### src/rtl/usb_tx_pkg.sv
`default_nettype none
// ============================================================================
// Module  : usb_tx_pkg
// Purpose : Shared types and constants for the USB transmit bit timer.
//           Holds the timer state encoding, the byte/SYNC bit counts and the
//           default number of clocks per USB bit period.
// Ports   : none (package)
// Options : USB_TX_SYNC_EN (used by usb_tx_timer) enables the SYNC state.
// Revision: 1.0 - initial release
// ============================================================================
package usb_tx_pkg;

    localparam int USB_BITS_PER_BYTE        = 8;
    localparam int USB_SYNC_BITS            = 8;
    localparam int USB_CLKS_PER_BIT_DEFAULT = 32;

    typedef enum logic [2:0] {
        ST_IDLE = 3'd0,
        ST_SYNC = 3'd1,
        ST_BIT  = 3'd2,
        ST_EOP  = 3'd3,
        ST_DONE = 3'd4
    } usb_tx_state_e;

endpackage : usb_tx_pkg
`default_nettype wire

### src/rtl/usb_bit_period_counter.sv
`default_nettype none
// ============================================================================
// Module  : usb_bit_period_counter
// Purpose : Modulo-CLKS_PER_BIT counter that marks the last clock of each
//           USB bit period.
// Ports   : clk    - system clock
//           rst    - synchronous active-low reset
//           clr_i  - force the count to zero (takes priority over en_i)
//           en_i   - advance the count by one, wrapping after CLKS_PER_BIT-1
//           tc_o   - high while the count sits at CLKS_PER_BIT-1
// Revision: 1.0 - initial release
// ============================================================================
module usb_bit_period_counter #(
    parameter int CLKS_PER_BIT = 32,
    parameter int CNT_W        = (CLKS_PER_BIT > 1) ? $clog2(CLKS_PER_BIT) : 1
) (
    input  logic clk,
    input  logic rst,
    input  logic clr_i,
    input  logic en_i,
    output logic tc_o
);

    localparam logic [CNT_W-1:0] c_LAST = CNT_W'(CLKS_PER_BIT - 1);

    logic [CNT_W-1:0] count_q;
    logic [CNT_W-1:0] count_d;

    always_comb begin
        count_d = count_q;
        if (clr_i) begin
            count_d = '0;
        end else if (en_i) begin
            // Explicit wrap so non-power-of-two periods stay exact.
            count_d = (count_q == c_LAST) ? '0 : count_q + 1'b1;
        end
    end

    always_ff @(posedge clk) begin
        if (!rst) begin
            count_q <= '0;
        end else begin
            count_q <= count_d;
        end
    end

    assign tc_o = (count_q == c_LAST);

endmodule : usb_bit_period_counter
`default_nettype wire

### src/rtl/usb_tx_timer.sv
`default_nettype none
// ============================================================================
// Module  : usb_tx_timer
// Purpose : Bit-period timing generator for the USB transmit path. Emits a
//           tick at the end of every bit period, a shift strobe for each real
//           data bit, inserts stuffed-bit periods on request from the encoder,
//           requests bytes from the packet source and times the EOP.
// Ports   : clk          - system clock
//           rst          - synchronous active-low reset
//           tx_start_i   - begin a packet (honoured only in IDLE)
//           tx_last_i    - current byte is the last one (used at byte end)
//           stuff_next_i - next period is a stuffed bit (used at ticks in BIT)
//           bit_tick_o   - end of every SYNC/BIT/EOP period
//           data_shift_o - end of every non-stuffed data period
//           byte_load_o  - present the next byte to the shift register
//           stuffing_o   - current period is a stuffed bit
//           eop_active_o - EOP periods
//           tx_busy_o    - SYNC, BIT or EOP in progress
//           tx_done_o    - one-cycle pulse when the packet completes
// Options : USB_TX_SYNC_EN - when defined, 8 SYNC periods precede the first
//           byte; otherwise the packet source supplies SYNC as data.
// Revision: 1.0 - initial release
// ============================================================================
module usb_tx_timer
    import usb_tx_pkg::*;
#(
    parameter int CLKS_PER_BIT = USB_CLKS_PER_BIT_DEFAULT,
    parameter int EOP_BITS     = 3
) (
    input  logic clk,
    input  logic rst,
    input  logic tx_start_i,
    input  logic tx_last_i,
    input  logic stuff_next_i,
    output logic bit_tick_o,
    output logic data_shift_o,
    output logic byte_load_o,
    output logic stuffing_o,
    output logic eop_active_o,
    output logic tx_busy_o,
    output logic tx_done_o
);

    localparam int              EOP_W      = (EOP_BITS > 1) ? $clog2(EOP_BITS) : 1;
    localparam logic [EOP_W-1:0] c_EOP_LAST = EOP_W'(EOP_BITS - 1);
    localparam logic [2:0]       c_BIT_LAST = 3'(USB_BITS_PER_BYTE - 1);
`ifdef USB_TX_SYNC_EN
    localparam logic [2:0]       c_SYNC_LAST = 3'(USB_SYNC_BITS - 1);
`endif

    usb_tx_state_e    state_q;
    logic [2:0]       bit_cnt_q;
    logic [EOP_W-1:0] eop_cnt_q;
    logic             stuff_q;
    // Set while a stuffed period follows the last data bit of a byte, so the
    // byte-end decision is taken when that stuffed run finishes.
    logic             end_pend_q;
    logic             byte_load_q;

    logic w_active;
    logic w_tc;
    logic w_tick;
    logic w_bit_tick;
    logic w_byte_end;

    assign w_active   = (state_q == ST_SYNC) || (state_q == ST_BIT) || (state_q == ST_EOP);
    assign w_tick     = w_active && w_tc;
    assign w_bit_tick = w_tick && (state_q == ST_BIT);

    // Byte ends at a tick with no further stuffing requested, either right
    // after data bit 7 or at the end of the stuffed run that followed it.
    assign w_byte_end = w_bit_tick && !stuff_next_i &&
                        ((stuff_q && end_pend_q) || (!stuff_q && (bit_cnt_q == c_BIT_LAST)));

    usb_bit_period_counter #(
        .CLKS_PER_BIT (CLKS_PER_BIT)
    ) u_period_cnt (
        .clk   (clk),
        .rst   (rst),
        .clr_i (!w_active),
        .en_i  (w_active),
        .tc_o  (w_tc)
    );

    always_ff @(posedge clk) begin
        if (!rst) begin
            state_q     <= ST_IDLE;
            bit_cnt_q   <= '0;
            eop_cnt_q   <= '0;
            stuff_q     <= 1'b0;
            end_pend_q  <= 1'b0;
            byte_load_q <= 1'b0;
        end else begin
            byte_load_q <= 1'b0;
            case (state_q)
                ST_IDLE: begin
                    bit_cnt_q  <= '0;
                    eop_cnt_q  <= '0;
                    stuff_q    <= 1'b0;
                    end_pend_q <= 1'b0;
                    if (tx_start_i) begin
`ifdef USB_TX_SYNC_EN
                        state_q     <= ST_SYNC;
`else
                        state_q     <= ST_BIT;
                        byte_load_q <= 1'b1;
`endif
                    end
                end
`ifdef USB_TX_SYNC_EN
                ST_SYNC: begin
                    if (w_tick) begin
                        if (bit_cnt_q == c_SYNC_LAST) begin
                            state_q     <= ST_BIT;
                            bit_cnt_q   <= '0;
                            byte_load_q <= 1'b1;
                        end else begin
                            bit_cnt_q <= bit_cnt_q + 1'b1;
                        end
                    end
                end
`endif
                ST_BIT: begin
                    if (w_byte_end) begin
                        stuff_q    <= 1'b0;
                        end_pend_q <= 1'b0;
                        if (tx_last_i) begin
                            state_q   <= ST_EOP;
                            eop_cnt_q <= '0;
                        end else begin
                            bit_cnt_q   <= '0;
                            byte_load_q <= 1'b1;
                        end
                    end else if (w_bit_tick) begin
                        if (stuff_q) begin
                            // Stuffed period ends; bit_cnt holds across it.
                            stuff_q <= stuff_next_i;
                        end else if (bit_cnt_q != c_BIT_LAST) begin
                            bit_cnt_q <= bit_cnt_q + 1'b1;
                            stuff_q   <= stuff_next_i;
                        end else begin
                            // Last data bit followed by a stuffed bit.
                            stuff_q    <= 1'b1;
                            end_pend_q <= 1'b1;
                        end
                    end
                end
                ST_EOP: begin
                    if (w_tick) begin
                        if (eop_cnt_q == c_EOP_LAST) begin
                            state_q <= ST_DONE;
                        end else begin
                            eop_cnt_q <= eop_cnt_q + 1'b1;
                        end
                    end
                end
                ST_DONE: begin
                    state_q <= ST_IDLE;
                end
                default: begin
                    state_q <= ST_IDLE;
                end
            endcase
        end
    end

    assign bit_tick_o   = w_tick;
    assign data_shift_o = w_bit_tick && !stuff_q;
    assign byte_load_o  = byte_load_q;
    assign stuffing_o   = stuff_q;
    assign eop_active_o = (state_q == ST_EOP);
    assign tx_busy_o    = w_active;
    assign tx_done_o    = (state_q == ST_DONE);

endmodule : usb_tx_timer
`default_nettype wire
### config.mk
export PLATFORM = sky130hd
export DESIGN_NAME = usb_tx_timer
export DESIGN_NICKNAME = d
export VERILOG_FILES = /design/src/rtl/usb_tx_pkg.sv /design/src/rtl/usb_bit_period_counter.sv /design/src/rtl/usb_tx_timer.sv
export SDC_FILE = /design/constraint.sdc
export NUM_CORES = 1
export LEC_CHECK = 0
export BUFFER_PORTS_ARGS = -buffer_cell sky130_fd_sc_hd__buf_2
export CAP_MARGIN = 20
export CORE_UTILIZATION = 58
export DETAILED_ROUTE_END_ITERATION = 8
export PLACE_DENSITY_LB_ADDON = 0.12
export SLEW_MARGIN = 40
export SYNTH_ARGS = -nofsm -noshare
export SYNTH_HDL_FRONTEND = slang
export SYNTH_HIERARCHICAL = 1
export SYNTH_SLANG_ARGS = --single-unit
### constraint.sdc
create_clock -name clk -period 3.1 [get_ports clk]
set_input_delay 0.155 -clock clk [delete_from_list [all_inputs] [get_ports clk]]
set_output_delay 0.155 -clock clk [all_outputs]
set_load 0.01 [all_outputs]
Word level (Yosys, flattened, before mapping) --
Cells that the tools add are included. Widths: inputs -> output; s select.
Storage, ports and cells: bits in registers 16, bits of input ports 5, output and inout port bits 7
Cells by class: add/subtract/negate cells 3, eq/ne operators 19, muxes and demuxes 31, bitwise gates (word level) 2, reduce and logical (&&, ||, !) cells 21
Operators with widths (count):
- $mux 3 | 10
- $ne 3x3->1 const B | 5
- $reduce_and 5->1 | 3
- $mux 1 | 11
- $pmux 3 s3 | 1
- $mux 2 | 4
- $ne 2x2->1 const B | 4
- $logic_and 1x1->1 | 7
- $eq 3x2->1 const B | 2
- $eq 3x3->1 const B | 2
- $pmux 1 s2 | 3
- $pmux 2 s3 | 1
- $pmux 3 s2 | 1
- $add 5x1->5 const B | 1
- $eq 5x5->1 const B | 1
- $ne 2x1->1 const B | 2
- $reduce_and 4->1 | 1
- $add 3x1->3 const B | 1
- $eq 3x1->1 const B | 1
- $logic_not 3->1 | 1
- $logic_or 1x1->1 | 3
- $ne 3x2->1 const B | 1
- $reduce_bool 3->1 | 1
- $reduce_or 3->1 | 1
- 6 further kinds | 8

Depth between registers and ports, before layout --
word-level depth 9, mapped depth 7

By module --
The synthesis kept the hierarchy.
Modules (own cells, without submodules):
- usb_tx_timer | instances 1, cells each 77, area each 623.1 sq um, sequential area each 220.2 sq um
- usb_bit_period_counter | instances 1, cells each 23, area each 255.2 sq um, sequential area each 100.1 sq um

Worst setup path after synthesis --
No wires, ideal clock.
path type reg2reg, from register u_period_cnt.count_q[0], to register bit_cnt_q[0], arrival 1.889 ns, required time 2.964 ns, setup slack 1.074 ns, stages on the path, launching flop included 8, path buffers 0, clock period less this slack 2.026 ns, cell sequence dfxtp_1 ha_1 and3_1 ha_1 or3b_2 o311a_2 nor3_1 o32ai_1
On the way: word-level cells in the longest chain between the ends 7, elaborated cells on any way between the ends 12, classes of those cells eq/ne: 5; mux: 2; reduce/logical: 5
RTL lines:
- start: declaration | line usb_bit_period_counter.sv:26 | logic [CNT_W-1:0] count_q;
- start signal: assignment | line usb_bit_period_counter.sv:43 | count_q <= count_d;
- $eq 5x5->1 (*) | line usb_bit_period_counter.sv:47 | assign tc_o = (count_q == c_LAST);
- via w_tc | line usb_tx_timer.sv:61 | logic w_tc;
- $logic_and 1x1->1 (*) | line usb_tx_timer.sv:67 | assign w_tick = w_active && w_tc;
- $logic_and 1x1->1 (*) | line usb_tx_timer.sv:68 | assign w_bit_tick = w_tick && (state_q == ST_BIT);
- $logic_and 1x1->1 (2 in series) | line usb_tx_timer.sv:72 | assign w_byte_end = w_bit_tick && !stuff_next_i &&
- $ne 3x2->1 (no line) (tied with other cells)
- $reduce_and 5->1 (no line) or $pmux 3 s2 (tied branches)
- end signal: assignment | line usb_tx_timer.sv:139 | bit_cnt_q <= bit_cnt_q + 1'b1;
- end: declaration | line usb_tx_timer.sv:52 | logic [2:0] bit_cnt_q;
The timed path passes the listed nets; every way through them passes the cells marked *. A chain may end at the register's enable or synchronous reset.

Worst setup path after layout --
Ends and elaborated chain as after synthesis.

==> impl_metrics.tcl <==
set metrics [dict create \
    drt-total-wl_microns 1570 \
    dpl_cell_area_sq_um 937 \
    startpoint "u_period_cnt/count_q[0]" \
    cap_violations 0 \
    ys.flop_type "dfxtp_1" \
    syn_area_sq_um 878 \
    fin_skew_ns 0.00186 \
    ys_seq_area_share_pct 36.5 \
    peakVddDrop_mv 0.376 \
    worstSetupPathType "reg2reg" \
    worstReg2RegStart "u_period_cnt/count_q[0]" \
    vias_per_cell 5.85 \
    slowest_stage "or3b_2" \
    min_from "stuff_next_i" \
    grt.overflow.total 0 \
    setup_viol 0 \
    dp.cells 123 \
    worstSetupEndpointType "flop" \
    rows 13 \
    cts_buffers 3 \
    power_mw 0.389 \
    fillerInstances 109 \
    die_width_microns 40.9 \
    ant_nets 0 \
    nets 123 \
    dr_total_vias 743 \
    grt_use_met1_pct 23.7 \
    met3_usage_pct 10.9 \
    fin_crit_ns 2.29 \
    worst_hold_slack_ns 0.183 \
    cts.htree.levels 1 \
    pin_count 12 \
    synth-edff-count 0 \
    synth_area_leaders "dfxtp_1, ha_1, nor2_1" \
    tritoncts "yes" \
    yosysTopAreaCell "dfxtp_1" \
    async_flop_share_pct 0 \
    slew_violations 0 \
    coreArea_sq_mm 0.00135 \
    syn2layout_area_growth_pct 10.8 \
    max_slew.worst_pin.slew_ns 0.464 \
    critPathLaunchType "flop" \
    grt_setup_unrepaired "no" \
    relSlewSlack_pct 69.0 \
    met2_usage_pct 38.7 \
    die_h_microns 40.9 \
    drt-wirelength-per-cell_microns 12.4 \
    post-cts-setup-buffers 0 \
    globalplace.congestion 0.783 \
    antenna_found_initial 0 \
    grt_pass1_vias 609 \
    post-place-ws_ns 0.862 \
    p_per_area_mw_per_mm2 399 \
    finalCritPeriodShare_pct 73.9 \
    antenna_cells 0 \
    clock_latency_ns 0.28 \
    cts_root_buf "clkbuf_4" \
    drive_gt1_share_pct 23.2 \
    ff_latch_area_sq_um 320 \
    min_path_type "in2reg" \
    p_leak_nw 0.433 \
    fin_cells 127 \
    initial_core_util_pct 65.1 \
    setup_slack_ns 0.808 \
    drtIter0Drc 14 \
    critPathMaxStageDelay_ns 0.47 \
    avgSynthCellArea_sq_um 8.78 \
    synthCells 100 \
    clk_pin_slew_ns 0.09 \
    first_pass_iters 4 \
    grt_first_pass_wirelength_microns 2400 \
    grt_use_total_pct 22.4 \
    drc_errors 0 \
    ys.warnings.count 6 \
    cts_resized 0 \
    dp_hpwl_microns 1180 \
    clkSinkCount 16 \
    crit_top_cell "ha_1" \
    synth_cell_types 36 \
    port-buffer-count 11 \
    ctsHoldBuffers 0 \
    grt_max_degree 14 \
    yosys.area.top_type_share_pct 36.5 \
    busiest_layer "met2" \
    crit_required_ns 3.26 \
    fmax_mhz 436 \
    final_area_sq_um 973 \
    setup_tns_ns 0 \
    finalHoldViolCount 0 \
    synth_nets 110 \
    status "complete, no violations" \
    ys_seq_elements 16 \
    clk_path_buf_depth 2 \
    die_area_sq_mm 0.00167 \
    multi_input_area_sq_um 520 \
    worstPathArrival_ns 2.45 \
    fin_util_pct 72.1 \
    path_cells "ha_1 -> and3_1 -> ha_1 -> or3b_2 -> o311a_2 -> nor3_1 -> o32ai_1" \
    worst-path-max-fanout 7 \
]
synth_stat cells, types with 2 or more instances:
| library cell | number |
|---|---|
| a21oi_1 | 2 |
| and2_1 | 3 |
| and3_1 | 3 |
| clkbuf_1 | 3 |
| dfxtp_1 | 16 |
| ha_1 | 5 |
| inv_1 | 4 |
| mux2i_1 | 5 |
| nand2_1 | 12 |
| nand2b_1 | 2 |
| nand3_1 | 2 |
| nor2_1 | 14 |
| nor3_1 | 3 |
| o32ai_1 | 3 |
| xor2_1 | 2 |
routing by layer:
| layer | wire length [microns] | vias up | part of all wire [%] |
|---|---|---|---|
| li1 | - | 372 | - |
| met1 | 748 | 344 | 48 |
| met2 | 732 | 25 | 47 |
| met3 | 81 | 2 | 5.2 |
| met4 | 6 | 0 | 0.38 |
| met5 | 0 | - | 0 |
flip-flops by register name (all words and copies together) (netlist names):
register / count
end_pend_q: 1
state_q: 3
u_period_cnt/count_q: 5
eop_cnt_q: 2
byte_load_o: 1
stuffing_o: 1
bit_cnt_q: 3
final cells by class:
cell class	instances	area share (%)
flip-flops and latches	16	32.9
clock buffers	4	3.73
well taps	15	1.93
repair buffers	12	6.43
multi-input cells	76	53.5
inverters	4	1.54
power breakdown:
part | leakage (nW) | switching, mW | internal [mW] | total (mW)
clock network | 0.0210 | 0.0623 | 0.0715 | 0.134
registers | 0.130 | 0.00588 | 0.210 | 0.215
logic | 0.282 | 0.0209 | 0.0185 | 0.0394
total | 0.433 | 0.0891 | 0.300 | 0.389
final timing paths:
path	endpoint	slack, ns	depth (start not counted)
worst max register to register	bit_cnt_q[0]	0.81	7
worst min register to register	eop_cnt_q[0]	0.47	2
worst min-delay path	stuffing_o	0.18	3
worst max-delay path	bit_cnt_q[0]	0.81	7
cell families after synthesis:
family	share of synthesized area (%)
flip-flops	36.5
XOR/XNOR	2.99
multiplexers	6.98
adder cells (fa/ha/maj)	7.12
AO/OA/AOI/OAI	12.5
AND/OR/NAND/NOR	29.6
buffers and inverters	4.27
critical path: cells and delay by family (launching register included):
kind	cells	cell delay [ns]
AND/OR/NAND/NOR	3	0.93
AO/OA/AOI/OAI	2	0.32
flip-flops	1	0.43
adder cells (fa/ha/maj)	2	0.50
placed cells by master, fill, tap and decap left out, types with 3 or more instances in the layout:
master	Yosys	routed
and2_1	3	3
clkbuf_4	0	3
mux2i_1	5	5
nand2_1	12	12
ha_1	5	5
nor3_1	3	3
nor2_1	14	14
buf_2	0	11
inv_1	4	4
o32ai_1	3	3
and3_1	3	3
dfxtp_1	16	16
(Power assumes the default switching activity.)
